## src/rtl/axi_lite_pkg.sv

```systemverilog
// Shared AXI4-Lite definitions: response codes, command-master FSM encoding, default bus widths.
package axi_lite_pkg;

    localparam int ADDR_W_DEF = 28;
    localparam int DATA_W_DEF = 32;

    localparam logic [1:0] OKAY   = 2'b00;
    localparam logic [1:0] EXOKAY = 2'b01;
    localparam logic [1:0] SLVERR = 2'b10;
    localparam logic [1:0] DECERR = 2'b11;

    typedef enum logic [2:0] {
        ST_IDLE,
        ST_WR_AW_W,
        ST_WR_B,
        ST_RD_AR,
        ST_RD_R,
        ST_RSP
    } state_t;

endpackage

```

## src/rtl/axi_lite_cmd_master.sv

```systemverilog
// Single-outstanding AXI4-Lite master: one command in, one response out (with latency count).
// Valids appear the cycle after acceptance; the response is held until rsp_ready_i, and no new command is taken until then.
module axi_lite_cmd_master
    import axi_lite_pkg::*;
#(
    parameter int ADDR_W = ADDR_W_DEF,
    parameter int DATA_W = DATA_W_DEF,
    parameter int CNT_W  = 16,
    parameter int PROT_W = 3
) (
    input  logic              clk_i,
    input  logic              reset_n_i,
    input  logic              cmd_valid_i,
    output logic              cmd_ready_o,
    input  logic              cmd_write_i,
    input  logic [ADDR_W-1:0] cmd_addr_i,
    input  logic [DATA_W-1:0] cmd_wdata_i,
    input  logic [3:0]        cmd_wstrb_i,
    output logic              rsp_valid_o,
    input  logic              rsp_ready_i,
    output logic              rsp_write_o,
    output logic [DATA_W-1:0] rsp_rdata_o,
    output logic [1:0]        rsp_resp_o,
    output logic [CNT_W-1:0]  rsp_cycles_o,
    output logic              awvalid_o,
    input  logic              awready_i,
    output logic [ADDR_W-1:0] awaddr_o,
    output logic              awprot_o,
    output logic              wvalid_o,
    input  logic              wready_i,
    output logic [DATA_W-1:0] wdata_o,
    output logic [3:0]        wstrb_o,
    input  logic              bvalid_i,
    output logic              bready_o,
    input  logic [1:0]        bresp_i,
    output logic              arvalid_o,
    input  logic              arready_i,
    output logic [ADDR_W-1:0] araddr_o,
    output logic [PROT_W-1:0] arprot_o,
    input  logic              rvalid_i,
    output logic              rready_o,
    input  logic [DATA_W-1:0] rdata_i,
    input  logic [1:0]        rresp_i
);

    state_t            state;
    logic [ADDR_W-1:0] addr_q;
    logic [CNT_W-1:0]  cnt_q;
    logic              aw_done;
    logic              w_done;
    logic              aw_fin;
    logic              w_fin;
    logic              busy;

    // A channel counts as finished once it has handshaken, now or earlier; it is never re-issued.
    assign aw_fin = aw_done | (awvalid_o & awready_i);
    assign w_fin  = w_done  | (wvalid_o & wready_i);
    assign busy   = state inside {ST_WR_AW_W, ST_WR_B, ST_RD_AR, ST_RD_R};

    assign awaddr_o     = addr_q;
    assign araddr_o     = addr_q;
    assign awprot_o     = 1'b0;
    assign arprot_o     = '0;
    assign rsp_cycles_o = cnt_q;

    always_ff @(posedge clk_i or negedge reset_n_i) begin
        if (!reset_n_i) begin
            state       <= ST_IDLE;
            cmd_ready_o <= 1'b1;
            addr_q      <= '0;
            wdata_o     <= '0;
            wstrb_o     <= '0;
            cnt_q       <= '0;
            aw_done     <= 1'b0;
            w_done      <= 1'b0;
            awvalid_o   <= 1'b0;
            wvalid_o    <= 1'b0;
            bready_o    <= 1'b0;
            arvalid_o   <= 1'b0;
            rready_o    <= 1'b0;
            rsp_valid_o <= 1'b0;
            rsp_write_o <= 1'b0;
            rsp_rdata_o <= '0;
            rsp_resp_o  <= '0;
        end else begin
            if (busy && (cnt_q != '1)) begin
                cnt_q <= cnt_q + 1'b1;
            end
            case (state)
                ST_IDLE: begin
                    if (cmd_valid_i && cmd_ready_o) begin
                        cmd_ready_o <= 1'b0;
                        addr_q      <= cmd_addr_i;
                        wdata_o     <= cmd_wdata_i;
                        wstrb_o     <= cmd_wstrb_i;
                        cnt_q       <= '0;
                        aw_done     <= 1'b0;
                        w_done      <= 1'b0;
                        if (cmd_write_i) begin
                            awvalid_o <= 1'b1;
                            wvalid_o  <= 1'b1;
                            state     <= ST_WR_AW_W;
                        end else begin
                            arvalid_o <= 1'b1;
                            state     <= ST_RD_AR;
                        end
                    end
                end
                ST_WR_AW_W: begin
                    if (awvalid_o && awready_i) awvalid_o <= 1'b0;
                    if (wvalid_o && wready_i)   wvalid_o  <= 1'b0;
                    aw_done <= aw_fin;
                    w_done  <= w_fin;
                    if (aw_fin && w_fin) begin
                        bready_o <= 1'b1;
                        state    <= ST_WR_B;
                    end
                end
                ST_WR_B: begin
                    if (bvalid_i) begin
                        bready_o    <= 1'b0;
                        rsp_valid_o <= 1'b1;
                        rsp_write_o <= 1'b1;
                        rsp_rdata_o <= '0;
                        rsp_resp_o  <= bresp_i;
                        state       <= ST_RSP;
                    end
                end
                ST_RD_AR: begin
                    if (arready_i) begin
                        arvalid_o <= 1'b0;
                        rready_o  <= 1'b1;
                        state     <= ST_RD_R;
                    end
                end
                ST_RD_R: begin
                    if (rvalid_i) begin
                        rready_o    <= 1'b0;
                        rsp_valid_o <= 1'b1;
                        rsp_write_o <= 1'b0;
                        rsp_rdata_o <= rdata_i;
                        rsp_resp_o  <= rresp_i;
                        state       <= ST_RSP;
                    end
                end
                ST_RSP: begin
                    if (rsp_ready_i) begin
                        rsp_valid_o <= 1'b0;
                        cmd_ready_o <= 1'b1;
                        state       <= ST_IDLE;
                    end
                end
                default: state <= ST_IDLE;
            endcase
        end
    end

endmodule

```

## config.mk

```make
export PLATFORM = sky130hd
export DESIGN_NAME = axi_lite_cmd_master
export DESIGN_NICKNAME = d
export VERILOG_FILES = /design/src/rtl/axi_lite_pkg.sv /design/src/rtl/axi_lite_cmd_master.sv
export SDC_FILE = /design/constraint.sdc
export NUM_CORES = 1
export LEC_CHECK = 0
export BUFFER_PORTS_ARGS = -buffer_cell sky130_fd_sc_hd__buf_2
export CELL_PAD_IN_SITES_DETAIL_PLACEMENT = 1
export CELL_PAD_IN_SITES_GLOBAL_PLACEMENT = 2
export CORE_UTILIZATION = 27
export CTS_BUF_LIST = sky130_fd_sc_hd__clkbuf_2 sky130_fd_sc_hd__clkbuf_4 sky130_fd_sc_hd__clkbuf_8
export DETAILED_ROUTE_END_ITERATION = 16
export GPL_TIMING_DRIVEN = 0
export PLACE_DENSITY_LB_ADDON = 0.1
export SLEW_MARGIN = 20
export SYNTH_ARGS = -nofsm -noshare
export SYNTH_HDL_FRONTEND = slang
export SYNTH_SLANG_ARGS = --single-unit
```

## constraint.sdc

```tcl
create_clock -name clk_i -period 2.1 [get_ports clk_i]
set_input_delay 0.105 -clock clk_i [delete_from_list [all_inputs] [get_ports clk_i]]
set_output_delay 0.105 -clock clk_i [all_outputs]
set_load 0.02 [all_outputs]
```

# Word-level counts from Yosys, hierarchy flattened
# Index checks and enable logic that the tools add are counted.
word_totals:
  ff_bits: 127
  in_bits: 110
  output_inout_bits: 154
  word_cells: 106
op_classes:
  add_sub_neg: 1
  eq_ne: 16
  n_mux: 43
  n_bitwise: 4
  n_reduce_logical: 25
op_table:
  columns: ["cell", "count"]
  rows:
  - ["$mux W32", 2]
  - ["$pmux W32 S2", 1]
  - ["$mux W16", 3]
  - ["$mux W3", 6]
  - ["$pmux W1 S2", 9]
  - ["$pmux W3 S6", 1]
  - ["$add A16 B1 Y16 const B", 1]
  - ["$mux W1", 16]
  - ["$ne A16 B16 Y1 const B", 1]
  - ["$reduce_and A4 Y1", 4]
  - ["$ne A2 B2 Y1 const B", 7]
  - ["$reduce_and A3 Y1", 4]
  - ["$reduce_bool A2 Y1", 6]
  - ["$eq A3 B2 Y1 const B", 2]
  - ["$eq A3 B3 Y1 const B", 2]
  - ["$mux W2", 3]
  - ["$ne A2 B1 Y1 const B", 3]
  - ["$reduce_and A6 Y1", 1]
  - ["$logic_and A1 B1 Y1", 5]
  - ["$pmux W2 S2", 1]
  - ["$reduce_and A2 Y1", 2]
  - ["$reduce_bool A4 Y1", 1]
  - ["$eq A3 B1 Y1 const B", 1]
  - ["$logic_not A3 Y1", 1]
  - ["other kinds (4)", 6]

# Logic depth before layout (Yosys ltp)
# Gate-level depths: netlist (run 1).
logic_depth:
  word_depth: 6
  depth_mapped: 8
  mapped_depth_nobuf: 5

# Worst setup path after synthesis (run 1)
# Ideal clock, no wire load.
synth_timing:
  kind: "register to register"
  from: "reg cnt_q[0], in the netlist rsp_cycles_o[0]"
  to: "reg cnt_q[10], in the netlist rsp_cycles_o[10]"
  setup_time_ns: 0.137
  arrival_ns: 1.793
  required_time_ns: 1.963
  setup_slack_ns: 0.170
  stages_incl_launch_ff: 6
  path_buffers: 0
  synth_period_minus_slack_ns: 1.930
  cell_sequence: "dfrtp_1 -> ha_1 -> nand3_1 -> or4_4 -> o311ai_1 -> o41ai_1"
synth_via:
  elab_chain_cells: 5
  word_cells_on_any_way: 6
  cone_classes: "1 x add/sub; 1 x eq/ne; 3 x mux; 1 x reduce/logical"
synth_lines:
  columns: ["element", "line_no", "rtl"]
  rows:
  - ["from (decl)", "axi_lite_cmd_master.sv:48", "logic [CNT_W-1:0] cnt_q;"]
  - ["from (signal assigned)", "axi_lite_cmd_master.sv:87", "cnt_q <= cnt_q + 1'b1;"]
  - ["branches (longest 2 deep; another with $add A16 B1 Y16)", null, null]
  - ["$mux W16 (*)", "axi_lite_cmd_master.sv:86", "if (busy && (cnt_q != '1)) begin"]
  - ["$mux W16", "axi_lite_cmd_master.sv:91", "if (cmd_valid_i && cmd_ready_o) begin"]
  - ["$mux W16 (*)", "axi_lite_cmd_master.sv:89", "case (state)"]
# Every way passes the cells marked *.
# A chain may end at the register's enable or synchronous reset.

# Worst setup path after layout (run 1)
layout_timing:
  from: "reg state[0]"
  to: "reg rsp_rdata_o[22]"
layout_via:
  elab_chain_cells: 3
  word_cells_on_any_way: 7
  cone_classes: "4 x eq/ne; 1 x mux; 2 x reduce/logical"
layout_lines:
  columns: ["element", "line_no", "rtl"]
  rows:
  - ["from (decl)", "axi_lite_cmd_master.sv:46", "state_t state;"]
  - ["from (signal assigned)", "axi_lite_cmd_master.sv:68", "state <= ST_IDLE;"]
  - ["from (signal assigned)", "axi_lite_cmd_master.sv:102", "state <= ST_WR_AW_W;"]
  - ["from (signal assigned)", "axi_lite_cmd_master.sv:105", "state <= ST_RD_AR;"]
  - ["$eq A3 B3 Y1 / $eq A3 B2 Y1 (equally long branches)", "axi_lite_cmd_master.sv:89", null]
  - ["$ne A2 B2 Y1 (no source line) / $reduce_bool A2 Y1 (equally long branches)", null, null]
  - ["$reduce_and A3 Y1 (no source line)", null, null]
  - ["to (signal assigned)", "axi_lite_cmd_master.sv:141", "rsp_rdata_o <= rdata_i;"]
  - ["to (decl)", "axi_lite_cmd_master.sv:22", "output logic [DATA_W-1:0] rsp_rdata_o,"]
# Several ways; a longest one is shown, not always the timed one.

==> results of run 1 <==
report_power, final:
| part | switching (W) | internal [W] | total [W] |
|---|---|---|---|
| clock network | 0.00104 | 0.00140 | 0.00243 |
| logic | 0.00321 | 0.00206 | 0.00527 |
| registers | 0.000773 | 0.00342 | 0.00419 |
| total | 0.00502 | 0.00687 | 0.0119 |
routing by layer:
metal,track usage [%],vias up
met1,21.40,2665
met2,33.74,191
met4,7.867,0
met3,5.861,29
met5,0,-
li1,-,2618
logic make-up (layout without fill, tap and decap cells):
family | Yosys count | after routing | synth area share [%]
adder cells (fa/ha/maj) | 1 | 1 | 0.2293
multiplexers | 8 | 8 | 1.491
AND/OR/NAND/NOR | 277 | 277 | 22.22
buffers and inverters | 64 | 463 | 7.087
AO/OA/AOI/OAI | 82 | 82 | 10.62
other | 1 | 5 | 0.06874
flip-flops | 127 | 127 | 58.28
Yosys cell counts, drive strengths merged, types with 2 or more instances:
cell / count / area [um^2]
nand2: 212 / 795.8
dfrtp: 126 / 3153
buf: 46 / 319.1
a22o: 32 / 280.3
a21oi: 19 / 95.09
nor2: 18 / 67.56
clkbuf: 15 / 56.30
o21ai: 14 / 70.07
nor3: 9 / 45.04
mux2i: 7 / 70.07
nand4: 6 / 50.04
nand3: 4 / 20.02
or4: 4 / 33.78
a31oi: 3 / 18.77
inv: 3 / 11.26
nand3b: 3 / 22.52
o31ai: 3 / 22.52
and3: 2 / 12.51
and4: 2 / 17.52
nand2b: 2 / 12.51
nor3b: 2 / 20.02
nor4: 2 / 27.53
o21a: 2 / 15.01
o41ai: 2 / 17.52
or3: 2 / 12.51
or4b: 2 / 20.02
state kept, by name, indices dropped and copies added (netlist names):
signal / flops
rsp_rdata_o: 32
wdata_o: 32
araddr_o: 28
rsp_cycles_o: 16
wstrb_o: 4
state: 3
rsp_resp_o: 2
arvalid_o: 1
aw_done: 1
awvalid_o: 1
bready_o: 1
cmd_ready_o: 1
rready_o: 1
rsp_valid_o: 1
rsp_write_o: 1
w_done: 1
wvalid_o: 1
cells in the final DEF (no fill, tap or decap), types with 4 or more instances in the layout:
cell type / netlist / routed
buf_2: 12 / 269
nand2_1: 212 / 212
dfrtp_1: 126 / 126
dlygate4sd3_1: 0 / 106
buf_4: 33 / 34
a22o_1: 32 / 32
clkbuf_8: 0 / 20
a21oi_1: 19 / 19
nor2_1: 18 / 17
clkbuf_1: 15 / 12
nor3_1: 9 / 8
o21ai_1: 8 / 8
mux2i_1: 7 / 7
o21ai_0: 6 / 6
nand4_1: 4 / 4
conb_1: 1 / 4
bufinv_16: 0 / 4
worst max-delay path by stage:
stage,startpoint,endpoint
floorplan,rsp_cycles_o[0]$_DFF_PN0_,rsp_cycles_o[10]$_DFF_PN0_
global placement,reset_n_i,wdata_o[13]$_DFFE_PN0P_
detailed placement,state[0]$_DFFE_PN0P_,aw_done$_DFFE_PN0P_
CTS,state[0]$_DFFE_PN0P_,aw_done$_DFFE_PN0P_
global route,state[0]$_DFFE_PN0P_,rsp_rdata_o[24]$_DFFE_PN0P_
finish,state[0]$_DFFE_PN0P_,rsp_rdata_o[22]$_DFFE_PN0P_
area by class of cell:
class                   instances  area, um^2
fillers                      2322       10960
flip-flops and latches        127        3179
repair buffers                367        2402
multi-input cells             372        1932
plain buffers                  61       381.6
well taps                     265       331.6
clock buffers                  20       275.3
clock inverters                12       181.4
inverters                       3       11.26
diodes                          1       2.502
tightest hold or removal path, stage by stage:
cell     delay, ns
buf_2         0.12
a21oi_1       0.11
o21ai_0       0.09
repair_timing:
action,CTS,global route
endpoints found under the hold margin,232,0
pin swaps,1,0
endpoints found under the setup margin,70,79
resized for setup,2,11
setup buffers,1,0
hold buffers,106,0
metrics by stage:
step | instances | cell area (um^2)
finish | 1228 | 8697
CTS | 1227 | 8670
floorplan | 563 | 5466
global route | 1227 | 8695
detailed placement | 1088 | 7132
global placement | 1087 | 7094
==> flow_summary_export.csv, run 1 <==
group,metric,value,unit
hold_path,whs_endpoint,"rsp_write_o$_DFFE_PN0P_",
final_layout,syn_to_final_growth,59.43,%
routing,routed_wl,19600,um
routing,routed.top_layer,"met4",
routing,drc,0,
power,p_total,0.01189,W
final_layout,nets,1060,
flow_run,cap_violations,0,
critical_path,worstPathArrival,2.34,ns
timing,drv_slew,0,
die,num_io_pins,264,
grt,grt_usage,19.15,%
timing,setup_slack,0.1520,ns
timing,whs,0.03941,ns
critical_path,r2r_setup_slack,0.15,ns
die,die_area,0.02078,mm^2
synthesis,syn_area,0.005455,mm^2
clock_network,clock_sinks,127,
synthesis,synthCells,560,
placement,pre_cts_slack,-0.2265,ns
hold_path,holdPathStages,3,
hold_path,hold_class,"input port to register",
timing,rsz0062_at_grt,"yes",
die,core_area,0.01965,mm^2
timing,skew,0.01533,ns
synthesis,synth-seq-area-share,58.28,%
routing,wl_met3,1395,um
timing,finalCriticalPeriod,1.948,ns
critical_path,critPathTopFamily,"buffers and inverters",
critical_path,worstRegToRegCells,6,
clock_network,cts_tree,"yes",
critical_path,reg2reg_to,"rsp_rdata_o[22]$_DFFE_PN0P_",
clock_network,htree_levels,4,
routing,drt_first_pass_iters,3,
die,die_h,144.1,um
power,p_leak,4.783,nW
synthesis,avgSynthCellArea,9.741,um^2
clock_network,insertion_delay,0.45,ns
placement,numPortBuffers,259,
timing,maxSlewHeadroom,57.40,%
grt,grt_pass1_vias,5895,
critical_path,cpMostUsedCell,"clkbuf_1",
power,powerDensity,1368,mW/mm^2
clock_network,cts_root_buf,"clkbuf_8",
critical_path,crit_fanout,10,
grt,grt_max_degree,86,
placement,gp_congestion,0.7323,
timing,max_freq,513.4,MHz
routing,met2_length,9611,um
routing,wl_met1,8142,um
synthesis,synth-edff-count,0,
synthesis,yosys_warnings,0,
grt,grt_pass1_wl,30190,um
die,row_count,51,
timing,tightest_slew,0.6332,ns
timing,finalCritPeriodShare,92.76,%
clock_network,numCtsBuffers,17,
die,die_w,144.1,um
critical_path,path_buf_inv,3,
grt,antenna_found_initial,0,
critical_path,cp.depth,6,
synthesis,synthArstFlopShare,100.0,%
final_layout,finish.utilization,44.25,%
critical_path,critical_path.endpoint_type,"register",
clock_network,path_clk_slew,0.08,ns
hold_path,hp-start,"bvalid_i",
synthesis,ys_ff_latch,127,
timing,hold_viol,0,
critical_path,worstPathCellList,"buf_6 -> nor2_1 -> and3_1 -> clkbuf_1 -> clkbuf_1 -> a22o_1",
outcome,status,"finished, final reports clean",
timing,setup_viol,0,
routing,vias_per_cell,4.481,
routing,wire_per_inst,15.96,um
critical_path,cp-start-kind,"register",
critical_path,critical-path-max-stage-delay,0.46,ns
power,ir_drop,543.1,uV
synthesis,synth.distinct_cells,51,
critical_path,r2r-start,"state[0]$_DFFE_PN0P_",
clock_network,clockBufferDepth,2,
routing,drt_iter0_markers,160,
die,start_util,27.76,%
grt,grt_remaining_overflow,0,
final_layout,drive_gt1_share,36.90,%
critical_path,crit_type,"register to register",
placement,dpl.hpwl,13640,um
routing,ant_nets,0,
synthesis,ys.flop_type,"dfrtp_1",
critical_path,worstPathRequired,2.49,ns
routing,routed-via-count,5503,
critical_path,crit_slowest_cell,"clkbuf_1",
timing,setup_tns,0,ns
No activity file was read; power rests on OpenSTA's default activity.
==> run 2: changes to the inputs <==
- BUFFER_PORTS_ARGS: -buffer_cell sky130_fd_sc_hd__buf_2 -> unset
- CORE_UTILIZATION: 27 -> 40
- DONT_BUFFER_PORTS: unset -> 1
- clock period: 2.1 -> 2.33 ns (I/O delays scaled with it)
==> flow_summary_export.csv, run 2 (synthesis results as in run 1) <==
group,metric,value,unit
outcome,status,"complete, but fails checks",
outcome,violations,"hold timing",
grt,grt_usage,26.44,%
grt,grt_pass1_wl,28370,um
clock_network,path_clk_slew,0.07,ns
critical_path,critical_path.endpoint_type,"register",
critical_path,crit_fanout,6,
routing,ant_nets,0,
critical_path,cp-start-kind,"register",
timing,setup_tns,0,ns
hold_path,hold_class,"input port to asynchronous set/reset pin",
die,die_area,0.01411,mm^2
flow_run,cap_violations,0,
final_layout,drive_gt1_share,12.34,%
timing,skew,0.008536,ns
timing,maxSlewHeadroom,58.95,%
critical_path,crit_type,"register to register",
clock_network,insertion_delay,0.44,ns
final_layout,layout_common_cells,"nand2_1 (212), dfrtp_1 (126), dlygate4sd3_1 (111), buf_4 (33), a22o_1 (32)",
critical_path,worstPathRequired,2.64,ns
die,core_area,0.01330,mm^2
clock_network,numCtsBuffers,17,
grt,grt_max_degree,128,
routing,drc,0,
final_layout,syn_to_final_growth,32.57,%
placement,dp_cells,739,
routing,routed-via-count,4653,
placement,numPortBuffers,0,
grt,grt_remaining_overflow,0,
clock_network,clockBufferDepth,2,
placement,pre_cts_slack,0.08434,ns
routing,drt_iter0_markers,177,
placement,dpl.hpwl,11020,um
routing,drt_first_pass_iters,5,
clock_network,cts_tree,"yes",
timing,finalCriticalPeriod,2.184,ns
clock_network,cts_root_buf,"clkbuf_8",
power,p_total,0.009657,W
critical_path,worstPathArrival,2.50,ns
die,num_io_pins,264,
grt,grt_pass1_vias,5109,
power,p_leak,3.600,nW
final_layout,nets,804,
timing,setup_slack,0.1464,ns
die,die_h,118.8,um
clock_network,post_cts_buffers,0,
routing,wire_per_inst,20.38,um
timing,rsz0062_at_grt,"no",
power,ir_drop,598.1,uV
die,start_util,41.03,%
timing,setup_viol,0,
die,row_count,42,
placement,gp_congestion,0.7576,
routing,routed_wl,17990,um
final_layout,final_cells,883,
final_layout,layout_commonest_cell,"nand2_1",
clock_network,clock_sinks,127,
clock_network,htree_levels,4,
final_layout,n_fill_cell,1456,
routing,vias_per_cell,5.270,
timing,hold_viol,127,
timing,drv_slew,0,
final_layout,finish.utilization,54.39,%
grt,antenna_found_initial,2,
die,die_w,118.8,um
clock_network,holdBufCountCts,111,
timing,tightest_slew,0.6158,ns
timing,whs,-0.6343,ns
power,powerDensity,1335,mW/mm^2
timing,finalCritPeriodShare,93.72,%
timing,max_freq,458.0,MHz
[run 2: cell types whose count changed in the layout (fill, tap and decap cells not counted), sizes merged, moves of 2 or more]
cell	previous run	this run
buf	306	46
inv	5	3
clkinv	5	3
clkbuf	36	40
dlygate4sd3	106	111
[run 2: power breakdown]
group          internal, W  switching (W)
clock network      0.00121       0.000848
registers          0.00307        0.00201
logic              0.00114        0.00138
total              0.00542        0.00424
[run 2: final timing paths]
| check | depth (start not counted) | from | slack, ns | to |
|---|---|---|---|---|
| setup / recovery | 5 | rsp_cycles_o[0]$_DFF_PN0_ | 0.15 | rsp_cycles_o[10]$_DFF_PN0_ |
| setup reg to reg | 5 | rsp_cycles_o[0]$_DFF_PN0_ | 0.15 | rsp_cycles_o[10]$_DFF_PN0_ |
| min in group clk_i | 4 | rvalid_i | 0.12 | rsp_valid_o$_DFFE_PN0P_ |
| max in group asynchronous | 0 | reset_n_i | 2.78 | cmd_ready_o$_DFFE_PN1P_ |
| hold reg to reg | 2 | w_done$_DFFE_PN0P_ | 0.54 | w_done$_DFFE_PN0P_ |
| hold / removal | 0 | reset_n_i | -0.63 | rsp_cycles_o[9]$_DFF_PN0_ |
[run 2: critical path, cell delays in order (launching register included)]
cell and delay (ns):
dfrtp_1 0.55, ha_1 0.23, nand3_1 0.27, or4_4 0.61
o311ai_1 0.28, o41ai_1 0.11
[run 2: stage by stage]
stage	hold slack (ns)	cell area, um^2
2_1_floorplan	-0.1791	5466
3_3_place_gp	-0.1763	5687
3_5_place_dp	-0.1759	5687
4_1_cts	-0.6639	7222
5_1_grt	-0.6697	7232
6_report	-0.6343	7232
[run 2: repair_timing]
action                     4_1_cts  5_1_grt
gates resized for setup          0        1
setup endpoints to repair        0       10
hold endpoints to repair       236      127
[run 2: cell type report]
type / instances / area, um^2 / share of cell area, %
tap: 176 / 220.2 / 3.045
clock inverter: 6 / 105.1 / 1.453
multi-input combinational: 372 / 1906 / 26.35
buffer: 61 / 375.4 / 5.190
antenna: 2 / 5.005 / 0.06920
inverter: 3 / 11.26 / 0.1557
timing repair buffer: 111 / 1111 / 15.36
sequential: 127 / 3179 / 43.96
clock buffer: 25 / 319.1 / 4.412
[run 2: per-layer routing]
| metal | vias up | global-route usage (%) | part of all wire (%) |
|---|---|---|---|
| met5 | - | 0 | 0 |
| li1 | 2108 | - | - |
| met1 | 2305 | 29.92 | 39 |
| met3 | 41 | 8.736 | 7.2 |
| met2 | 199 | 44.88 | 50 |
| met4 | 0 | 12.50 | 3.0 |
